[src/rtl/spi_fram_streamer.sv]
// Purpose: reads a burst of bytes from an SPI FRAM (READ 0x03) and streams them out over an 8N1 UART, ending with a newline.
// Latency: CS_n falls 1 cycle after accept; per byte 16*SPI_DIV + 10*BAUD_DIV cycles (20*BAUD_DIV in hex mode); done follows the EOL frame.
// Backpressure: none; a start strobe while busy is dropped, and the UART line is paced only by BAUD_DIV.
//
// Ports:
//   clk, rst              : clock and synchronous active-high reset
//   start, addr, len      : job request; addr/len captured on the accepted strobe
//   spi_miso/sclk/mosi/cs_n : SPI mode-0 master towards the FRAM
//   uart_tx               : 8N1 serial output, idle high
//   busy, done            : job in flight / one-cycle completion pulse
// Option: define SPI_FRAM_STREAMER_HEX_ASCII_EN to send each byte as two uppercase ASCII hex characters.

module spi_fram_streamer #(
    parameter int ADDR_BYTES = 2,
    parameter int LEN_W      = 8,
    parameter int SPI_DIV    = 2,
    parameter int BAUD_DIV   = 16
) (
    input  logic                    clk,
    input  logic                    rst,
    input  logic                    start,
    input  logic [8*ADDR_BYTES-1:0] addr,
    input  logic [LEN_W-1:0]        len,
    input  logic                    spi_miso,
    output logic                    spi_sclk,
    output logic                    spi_mosi,
    output logic                    spi_cs_n,
    output logic                    uart_tx,
    output logic                    busy,
    output logic                    done
);

    localparam logic [2:0] S_IDLE = 3'd0;
    localparam logic [2:0] S_CMD  = 3'd1;
    localparam logic [2:0] S_RECV = 3'd2;
    localparam logic [2:0] S_TX   = 3'd3;
    localparam logic [2:0] S_EOL  = 3'd4;
    localparam logic [2:0] S_FIN  = 3'd5;

    localparam int              SR_W      = 8 * (1 + ADDR_BYTES);
    localparam logic [5:0]      CMD_LAST  = 6'(SR_W - 1);
    localparam logic [15:0]     SPI_LAST  = 16'(SPI_DIV - 1);
    localparam logic [15:0]     BAUD_LAST = 16'(BAUD_DIV - 1);
    localparam logic [7:0]      OPC_READ  = 8'h03;
    localparam logic [7:0]      CHR_LF    = 8'h0A;
    localparam logic [LEN_W-1:0] ONE_L    = LEN_W'(1);

    logic [2:0]       state_q,  state_d;
    logic [SR_W-1:0]  cmd_sr_q, cmd_sr_d;
    logic [7:0]       rx_sr_q,  rx_sr_d;
    logic [LEN_W-1:0] cnt_q,    cnt_d;
    logic [15:0]      div_q,    div_d;
    logic             sclk_q,   sclk_d;
    logic             mosi_q,   mosi_d;
    logic             cs_n_q,   cs_n_d;
    logic [5:0]       bit_q,    bit_d;
    logic [9:0]       frame_q,  frame_d;
    logic [15:0]      baud_q,   baud_d;
    logic [3:0]       ubit_q,   ubit_d;
    logic             busy_q,   busy_d;
    logic             done_q,   done_d;

    logic spi_edge, spi_rise, spi_fall, frame_end;

`ifdef SPI_FRAM_STREAMER_HEX_ASCII_EN
    logic       lo_pend_q, lo_pend_d;
    logic [3:0] lo_nib_q,  lo_nib_d;

    function automatic logic [7:0] hex_ascii(input logic [3:0] n);
        return (n < 4'd10) ? (8'h30 + {4'h0, n}) : (8'h37 + {4'h0, n});
    endfunction
`endif

    assign spi_sclk = sclk_q;
    assign spi_mosi = mosi_q;
    assign spi_cs_n = cs_n_q;
    // frame_q idles all-ones, so its LSB is the (registered) line state.
    assign uart_tx  = frame_q[0];
    assign busy     = busy_q;
    assign done     = done_q;

    assign spi_edge  = (div_q == SPI_LAST);
    assign spi_rise  = spi_edge && !sclk_q;
    assign spi_fall  = spi_edge &&  sclk_q;
    assign frame_end = (baud_q == BAUD_LAST) && (ubit_q == 4'd9);

    always_comb begin
        state_d  = state_q;
        cmd_sr_d = cmd_sr_q;
        rx_sr_d  = rx_sr_q;
        cnt_d    = cnt_q;
        div_d    = div_q;
        sclk_d   = sclk_q;
        mosi_d   = mosi_q;
        cs_n_d   = cs_n_q;
        bit_d    = bit_q;
        frame_d  = frame_q;
        baud_d   = baud_q;
        ubit_d   = ubit_q;
        busy_d   = busy_q;
        done_d   = 1'b0;
`ifdef SPI_FRAM_STREAMER_HEX_ASCII_EN
        lo_pend_d = lo_pend_q;
        lo_nib_d  = lo_nib_q;
`endif

        // SCLK generator: toggles every SPI_DIV cycles while shifting.
        if (state_q == S_CMD || state_q == S_RECV) begin
            if (spi_edge) begin
                div_d  = 16'd0;
                sclk_d = ~sclk_q;
            end else begin
                div_d = div_q + 16'd1;
            end
        end

        // UART bit timer: shift one bit out every BAUD_DIV cycles.
        if (state_q == S_TX || state_q == S_EOL) begin
            if (baud_q == BAUD_LAST) begin
                baud_d  = 16'd0;
                frame_d = {1'b1, frame_q[9:1]};
                ubit_d  = ubit_q + 4'd1;
            end else begin
                baud_d = baud_q + 16'd1;
            end
        end

        case (state_q)
            S_IDLE: begin
                if (start) begin
                    busy_d = 1'b1;
                    cnt_d  = len;
                    if (len == '0) begin
                        state_d = S_FIN;
                    end else begin
                        state_d  = S_CMD;
                        cs_n_d   = 1'b0;
                        cmd_sr_d = {OPC_READ, addr};
                        mosi_d   = OPC_READ[7];
                        div_d    = 16'd0;
                        sclk_d   = 1'b0;
                        bit_d    = 6'd0;
                    end
                end
            end

            S_CMD: begin
                // MOSI advances on the falling edge, so the FRAM sees it settled at the next rise.
                if (spi_fall) begin
                    bit_d    = bit_q + 6'd1;
                    cmd_sr_d = cmd_sr_q << 1;
                    mosi_d   = cmd_sr_q[SR_W-2];
                    if (bit_q == CMD_LAST) begin
                        state_d = S_RECV;
                        mosi_d  = 1'b0;
                        bit_d   = 6'd0;
                    end
                end
            end

            S_RECV: begin
                if (spi_rise) begin
                    rx_sr_d = {rx_sr_q[6:0], spi_miso};
                end
                if (spi_fall) begin
                    bit_d = bit_q + 6'd1;
                    if (bit_q == 6'd7) begin
                        // All 8 bits were captured on earlier rising edges.
                        state_d = S_TX;
                        bit_d   = 6'd0;
                        baud_d  = 16'd0;
                        ubit_d  = 4'd0;
`ifdef SPI_FRAM_STREAMER_HEX_ASCII_EN
                        frame_d   = {1'b1, hex_ascii(rx_sr_q[7:4]), 1'b0};
                        lo_nib_d  = rx_sr_q[3:0];
                        lo_pend_d = 1'b1;
`else
                        frame_d = {1'b1, rx_sr_q, 1'b0};
`endif
                    end
                end
            end

            S_TX: begin
                if (frame_end) begin
                    baud_d = 16'd0;
                    ubit_d = 4'd0;
`ifdef SPI_FRAM_STREAMER_HEX_ASCII_EN
                    if (lo_pend_q) begin
                        frame_d   = {1'b1, hex_ascii(lo_nib_q), 1'b0};
                        lo_pend_d = 1'b0;
                    end else
`endif
                    begin
                        cnt_d = (cnt_q != '0) ? (cnt_q - ONE_L) : cnt_q;
                        if (cnt_q > ONE_L) begin
                            state_d = S_RECV;
                            frame_d = '1;
                            div_d   = 16'd0;
                            sclk_d  = 1'b0;
                            bit_d   = 6'd0;
                        end else begin
                            state_d = S_EOL;
                            cs_n_d  = 1'b1;
                            frame_d = {1'b1, CHR_LF, 1'b0};
                        end
                    end
                end
            end

            S_EOL: begin
                if (frame_end) begin
                    state_d = S_FIN;
                    frame_d = '1;
                    ubit_d  = 4'd0;
                end
            end

            S_FIN: begin
                done_d  = 1'b1;
                busy_d  = 1'b0;
                state_d = S_IDLE;
            end

            default: begin
                state_d = S_IDLE;
            end
        endcase
    end

    always_ff @(posedge clk) begin
        if (rst) begin
            state_q  <= S_IDLE;
            cmd_sr_q <= '0;
            rx_sr_q  <= '0;
            cnt_q    <= '0;
            div_q    <= '0;
            sclk_q   <= 1'b0;
            mosi_q   <= 1'b0;
            cs_n_q   <= 1'b1;
            bit_q    <= '0;
            frame_q  <= '1;
            baud_q   <= '0;
            ubit_q   <= '0;
            busy_q   <= 1'b0;
            done_q   <= 1'b0;
        end else begin
            state_q  <= state_d;
            cmd_sr_q <= cmd_sr_d;
            rx_sr_q  <= rx_sr_d;
            cnt_q    <= cnt_d;
            div_q    <= div_d;
            sclk_q   <= sclk_d;
            mosi_q   <= mosi_d;
            cs_n_q   <= cs_n_d;
            bit_q    <= bit_d;
            frame_q  <= frame_d;
            baud_q   <= baud_d;
            ubit_q   <= ubit_d;
            busy_q   <= busy_d;
            done_q   <= done_d;
        end
    end

`ifdef SPI_FRAM_STREAMER_HEX_ASCII_EN
    always_ff @(posedge clk) begin
        if (rst) begin
            lo_pend_q <= 1'b0;
            lo_nib_q  <= '0;
        end else begin
            lo_pend_q <= lo_pend_d;
            lo_nib_q  <= lo_nib_d;
        end
    end
`endif

endmodule
[config.mk]
export PLATFORM = sky130hd
export DESIGN_NAME = spi_fram_streamer
export DESIGN_NICKNAME = d
export VERILOG_FILES = /design/src/rtl/spi_fram_streamer.sv
export SDC_FILE = /design/constraint.sdc
export NUM_CORES = 1
export LEC_CHECK = 0
export BUFFER_PORTS_ARGS = -buffer_cell sky130_fd_sc_hd__buf_2
export CORE_ASPECT_RATIO = 0.7
export CORE_MARGIN = 4
export CORE_UTILIZATION = 45
export CTS_BUF_LIST = sky130_fd_sc_hd__clkbuf_4 sky130_fd_sc_hd__clkbuf_8
export DETAILED_ROUTE_END_ITERATION = 7
export PLACE_DENSITY = 0.59
export SKIP_CTS_REPAIR_TIMING = 1
export SLEW_MARGIN = 25
export SYNTH_ARGS = -nofsm -noshare
export SYNTH_HDL_FRONTEND = slang
export SYNTH_SLANG_ARGS = --single-unit
[constraint.sdc]
create_clock -name clk -period 3.03 [get_ports clk]
set_clock_uncertainty 0.1 [all_clocks]
set_input_delay 0.1515 -clock clk [delete_from_list [all_inputs] [get_ports clk]]
set_output_delay 0.1515 -clock clk [all_outputs]
set_load 0.005 [all_outputs]
==> results of run 1 <==
[critical path: stages, from the launching register on]
cell and delay, ns:
dfxtp_1 0.41, ha_1 0.16, nor4b_2 0.17, and4_2 0.30, ha_2 0.26, mux2i_1 0.10
o21ai_1 0.24, nand4_4 0.19, or3_4 0.42, o41ai_1 0.31
[routing by layer]
| metal | up-vias | part of all wire, % |
|---|---|---|
| met5 | - | 0 |
| met4 | 0 | 0.89 |
| met3 | 7 | 4.1 |
| met2 | 85 | 40 |
| met1 | 2002 | 55 |
| li1 | 2194 | - |
[final cells by class]
class                   count  share of cell area (%)
clock inverters             2                   0.222
repair buffers             55                    6.80
multi-input cells         453                    50.9
inverters                  12                   0.800
flip-flops and latches     99                    35.2
well taps                 148                    3.29
clock buffers              13                    2.84
[state kept, by name (all words and copies together), names as in the netlist]
register	cells
rx_sr_q	8
busy	1
done	1
cmd_sr_q	23
div_q	16
ubit_q	4
spi_mosi	1
spi_sclk	1
state_q	3
bit_q	6
frame_q	10
spi_cs_n	1
cnt_q	8
baud_q	16
[power breakdown]
group,switching (mW),internal [mW],leakage [nW]
Sequential,0.163,1.46,0.805
Clock,0.429,0.344,0.0898
Combinational,0.923,0.573,1.10
[layout by cell type (no fill, tap or decap), types with 3 or more instances in the layout]
master | netlist | layout
a211oi_1 | 3 | 3
a21oi_1 | 36 | 36
a311oi_2 | 15 | 15
and2_1 | 7 | 7
and3_1 | 7 | 7
buf_2 | 5 | 33
buf_4 | 4 | 5
clkbuf_4 | 0 | 3
clkbuf_8 | 0 | 10
dfxtp_1 | 99 | 99
dlygate4sd3_1 | 0 | 16
ha_1 | 11 | 10
inv_1 | 12 | 12
mux2i_1 | 8 | 8
nand2_1 | 93 | 93
nand2b_1 | 3 | 3
nand3_1 | 29 | 29
nand4_1 | 7 | 7
nor2_1 | 75 | 75
nor3_1 | 15 | 15
nor3b_1 | 5 | 4
nor4_1 | 8 | 8
o2111ai_1 | 3 | 3
o211a_1 | 3 | 3
o211ai_1 | 8 | 8
o21ai_0 | 15 | 15
o311ai_0 | 6 | 6
o31ai_1 | 6 | 6
o41ai_1 | 3 | 3
or3_1 | 5 | 5
or4_1 | 5 | 5
xnor2_1 | 23 | 23
xor2_1 | 11 | 11
[logic make-up after synthesis]
family	synth area share, %
xor gates and xnor gates	5.92
adders and majority gates	2.74
DFF	39.4
AOI/OAI and AO/OA	19.0
and+or+nand+nor	27.2
buffers and inverters	4.10
muxes	1.59
[stage by stage]
step / std cells / power (mW)
floorplan: 595 / 2.80
global placement: 751 / 3.07
detailed placement: 751 / 3.10
CTS: 766 / 3.89
global route: 782 / 4.18
finish: 782 / 3.89
[worst min path at each step]
| stage | startpoint | to | depth (start not counted) |
|---|---|---|---|
| after global routing | addr[15] | cmd_sr_q[15] | 3 |
| final | addr[15] | cmd_sr_q[15] | 3 |
| after floorplan | spi_miso | rx_sr_q[0] | 2 |
| after global placement | spi_miso | rx_sr_q[0] | 3 |
| after CTS | spi_miso | rx_sr_q[0] | 3 |
| after detailed placement | spi_miso | rx_sr_q[0] | 3 |
==> impl_metrics.toml, run 1 <==
[floorplanning]
design.die.area_um2 = 13000
floorplan.io_pins = 34
rows = 31
floorplan.initialDensity_pct = 47.3
die_y_um = 96.5
die_width_um = 134
floorplan.core_area_um2 = 10600

[timing]
finalWorstPathRequiredPeriod_ns = 2.78
max_freq_mhz = 360
final-hold-violation-count = 0
maxSlewViolCount = 0
setup_slack_ns = 0.254
setup_viol_count_final = 0
setup-tns-final_ns = 0
min_period_over_period_pct = 91.6
worst_pin_slew_ns = 0.699
hold_ws_ns = 0.00587
grt_setup_unrepaired = "no"
slew_headroom_pct = 53.0

[global_route]
vias_in_the_first_global_route = 3849
grt_util_met3_pct = 4.55
grt.overflow.total = 0
antenna_found_initial = 0
grt_start_max_net_pins = 42
grt_pass1_wl_mm = 19.3
use_met2_pct = 25.7
grt_util_all_layers_pct = 18.4
use_met1_pct = 28.0
grt-busiest-layer = "met1"

[critical_path]
timing.reg2reg.worst_path_depth = 9
r2r_slack_ns = 0.25
end_point_of_the_critical_path = "bit_q[5]"
cp_data_arrival_time_ns = 2.94
r2r_start = "div_q[0]"
setup.worst_path.start_class = "flop"
crit_type = "reg2reg"
required_ns = 3.19
critical_path.startpoint = "div_q[0]"
critPathMaxFanout = 10
critPathCaptureType = "flop"
crit-reg2reg-capture = "bit_q[5]"

[layout]
multi_input_area_um2 = 2870
post-route-cell-area_um2 = 5630
ff_latch_area_um2 = 1980
final_core_utilization_pct = 53.0
insertedDiodeCount = 0
drive_gt1_share_pct = 14.5
syn2layout_area_growth_pct = 12.0
fillers = 1042
final_net_count = 669

[detailed_routing]
drt_pass1_iterations = 5
route.vias.total = 4288
drtAntennaViolNets = 0
vias_per_instance = 5.48
routed_wire_length_mm = 11.4
routed_wire_length_per_instance_um = 14.6
detail_route.drc_violations = 0
drt_first_iter_violations = 339

[run_status]
status = "complete, no violations"

[yosys]
postSynthRegisterBits = 99
share_of_flip_flops_with_an_asynchronous_set_or_reset_pct = 0
yosys.area.top_type = "dfxtp_1"
synth_flop_type = "dfxtp_1"
synth.yosys.seq_area_share_pct = 39.4
avgSynthCellArea_um2 = 8.45
postSynthCellCount = 595
yosys-top-cells-count = "dfxtp_1, nand2_1, nor2_1"
synth.top_cell.area_share_pct = 39.4
synth_nets = 634
synth_cell_types = 69
synth.top_cells.by_area = "dfxtp_1, nand2_1, nor2_1"
synth_enable_flop_cells = 0
dominant_cell_by_count_in_the_synthesized_netlist = "dfxtp_1"
yosysWarningCount = 0
synth.cell_area_um2 = 5030

[placed_design]
place_hpwl_mm = 7.88
routabilityCongestion = 0.804
io_buffer_count = 33
postPlaceCellArea_um2 = 5280
dp_slack_ns = 0.0923

[cts]
clk_pin_slew_worst_paths_ns = 0.09
tritoncts = "built"
cts.sink_count = 99
numCtsBuffers = 9
max_clock_buf_depth = 2
clock_latency_ns = 0.36
cts.htree.levels = 3
clock_tree.root_cell = "clkbuf_8"

[min_path]
worst_hold_path_type = "in2reg"

[power_and_ir_drop]
total_leakage_power_nw = 1.99
power_per_cell_area_nw_per_um2 = 691
vdd_drop_max_mv = 0.365

[job]
timing.max_cap.violations = 0
(Power assumes the default switching activity.)
==> inputs of run 2 (changes only) <==
--- a/config.mk
+++ b/config.mk
@@ -5,7 +5,7 @@
 export SDC_FILE = /design/constraint.sdc
 export NUM_CORES = 1
 export LEC_CHECK = 0
-export BUFFER_PORTS_ARGS = -buffer_cell sky130_fd_sc_hd__buf_2
+export BUFFER_PORTS_ARGS = -buffer_cell sky130_fd_sc_hd__clkbuf_2
 export CORE_ASPECT_RATIO = 0.7
 export CORE_MARGIN = 4
 export CORE_UTILIZATION = 45
==> impl_metrics.toml, run 2 (synthesis gave the netlist of run 1 again) <==
[layout]
multi_input_area_um2 = 2870
fillers = 1045
insertedDiodeCount = 0
layout_commonest_cell = "dfxtp_1"
ff_latch_area_um2 = 1980
drive_gt1_share_pct = 14.6
top_regs = "cmd_sr_q (23), baud_q (16), div_q (16)"
largest-register = "cmd_sr_q"
largest_reg_flops = 23
top_library_cells_by_usage_in_the_layout_fill_and_taps_aside = "dfxtp_1, nand2_1, nor2_1"
syn2layout_area_growth_pct = 12.6
final_net_count = 670

[timing]
slew_headroom_pct = 53.8
max_freq_mhz = 363
maxSlewViolCount = 0
grt_setup_unrepaired = "no"
finalWorstPathRequiredPeriod_ns = 2.76
setup-tns-final_ns = 0
setup_viol_count_final = 0
worst_pin_slew_ns = 0.687
min_period_over_period_pct = 91.0
final-hold-violation-count = 0

[global_route]
vias_in_the_first_global_route = 3953
grt_util_all_layers_pct = 18.6
grt.overflow.total = 0
grt_start_max_net_pins = 40
grt_pass1_wl_mm = 19.6
antenna_found_initial = 0

[critical_path]
path_delay_family = "simple AND/OR/NAND/NOR gates"
cp_num_buf_inv = 0
r2r_start = "div_q[0]"
path_cells = "ha_1 -> nor4b_1 -> and4_2 -> ha_4 -> mux2i_1 -> o21ai_2 -> nand4_4 -> or3_4 -> o41ai_1"
critical_path.startpoint = "div_q[0]"
required_ns = 3.19
setup.worst_path.start_class = "flop"
crit_type = "reg2reg"
r2r_slack_ns = 0.27
critPathCaptureType = "flop"
cp_data_arrival_time_ns = 2.92
cp_slowest_stage_delay_ns = 0.43
crit-reg2reg-capture = "bit_q[5]"
end_point_of_the_critical_path = "bit_q[5]"
critical_path_cell_count = 9
worst_path_max_delay_cell = "or3_4"
critPathMaxFanout = 10
timing.reg2reg.worst_path_depth = 9

[power_and_ir_drop]
net_switching_share_of_the_total_power_pct = 38.9
seqPwrFrac_pct = 41.3
internal_power_mw = 2.41
clock_power_share_pct = 20.5
fin_total_pwr_mw = 3.94
power.net_switching_mw = 1.53
total_leakage_power_nw = 2.01
power_per_cell_area_nw_per_um2 = 695
comb_power_share_pct = 38.2
vdd_drop_max_mv = 0.341

[cts]
max_clock_buf_depth = 2
cts.htree.levels = 3
clock_tree.root_cell = "clkbuf_8"
clock_latency_ns = 0.37
numCtsBuffers = 9
clk_pin_slew_worst_paths_ns = 0.09
tritoncts = "built"
cts.sink_count = 99

[floorplanning]
floorplan.io_pins = 34
floorplan.initialDensity_pct = 47.3
floorplan.core_area_um2 = 10600
die_width_um = 134
die_y_um = 96.5
rows = 31
design.die.area_um2 = 13000

[detailed_routing]
routed_wire_length_mm = 11.7
vias_per_instance = 5.66
drt_pass1_iterations = 5
drt_first_iter_violations = 317
routed_wire_length_per_instance_um = 14.9
detail_route.drc_violations = 0
drtAntennaViolNets = 0
route.vias.total = 4434

[placed_design]
io_buffer_count = 33
routabilityCongestion = 0.835
place_hpwl_mm = 8.07

[run_status]
status = "complete, no violations"

[job]
timing.max_cap.violations = 0

[min_path]
worst_hold_path_type = "in2reg"
==> run 2: changes by cell type in the layout (fill, tap and decap cells not counted) <==
cell	change
o21ai_1	-1
nor4b_1	+1
clkinv_2	+1
buf_2	-33
nor4b_2	-1
clkbuf_8	+1
dlygate4sd3_1	+1
ha_4	+1
clkinvlp_4	-1
clkbuf_2	+33
o21ai_2	+1
ha_2	-1
==> run 2: power by group through the flow <==
stage	combinational [mW]	sequential [mW]	clock (mW)
2_1_floorplan	1.24	1.56	0
5_1_grt	1.69	1.65	0.896
3_5_place_dp	1.46	1.65	0
6_report	1.50	1.63	0.806
4_1_cts	1.47	1.62	0.841
3_3_place_gp	1.42	1.64	0
==> run 2: worst min path at each step <==
stage	start	to	slack, ns	cells after the start
global placement	spi_miso	rx_sr_q[0]	0.28	3
CTS	spi_miso	rx_sr_q[0]	-0.11	3
finish	len[7]	cnt_q[7]	0.02	3
detailed placement	spi_miso	rx_sr_q[0]	0.29	3
global route	len[4]	cnt_q[4]	0.02	3
floorplan	spi_miso	rx_sr_q[0]	0.19	2
==> run 2: area by class of cell <==
cell class                      instances  area share [%]
Multi-Input combinational cell        453            50.7
Sequential cell                        99            35.0
Timing Repair Buffer                   56            6.94
Tap cell                              148            3.27
Clock buffer                           14            3.07
Inverter                               12           0.796
Clock inverter                          2           0.177
==> run 2: worst min-delay path, delay by kind of cell <==
family                 cells  cell delay (ns)
AO/OA/AOI/OAI              2             0.20
buffers and inverters      1             0.09
==> run 2: per-layer routing <==
layer  share of wire (%)  wire length (um)  track usage (%)  vias to the layer above
met2                  42              4850             27.2                      154
met5                   0                 0                0                        -
met4                 1.2               136             5.25                        0
li1                    -                 -                -                     2195
met3                 7.4               860             4.87                       12
met1                  50              5830             27.1                     2073
==> run 2: through the flow <==
step | std cells | hold slack (ns) | util, % | area (um^2) | setup WS [ns]
6_report | 784 | 0.0186 | 53.3 | 5660 | 0.273
2_1_floorplan | 595 | 0.187 | - | 5030 | 0.572
4_1_cts | 767 | -0.113 | 51.4 | 5470 | 0.112
3_3_place_gp | 751 | 0.277 | 49.7 | 5280 | 0.317
5_1_grt | 784 | 0.0226 | 53.3 | 5660 | 0.0550
3_5_place_dp | 751 | 0.292 | 49.7 | 5280 | 0.141
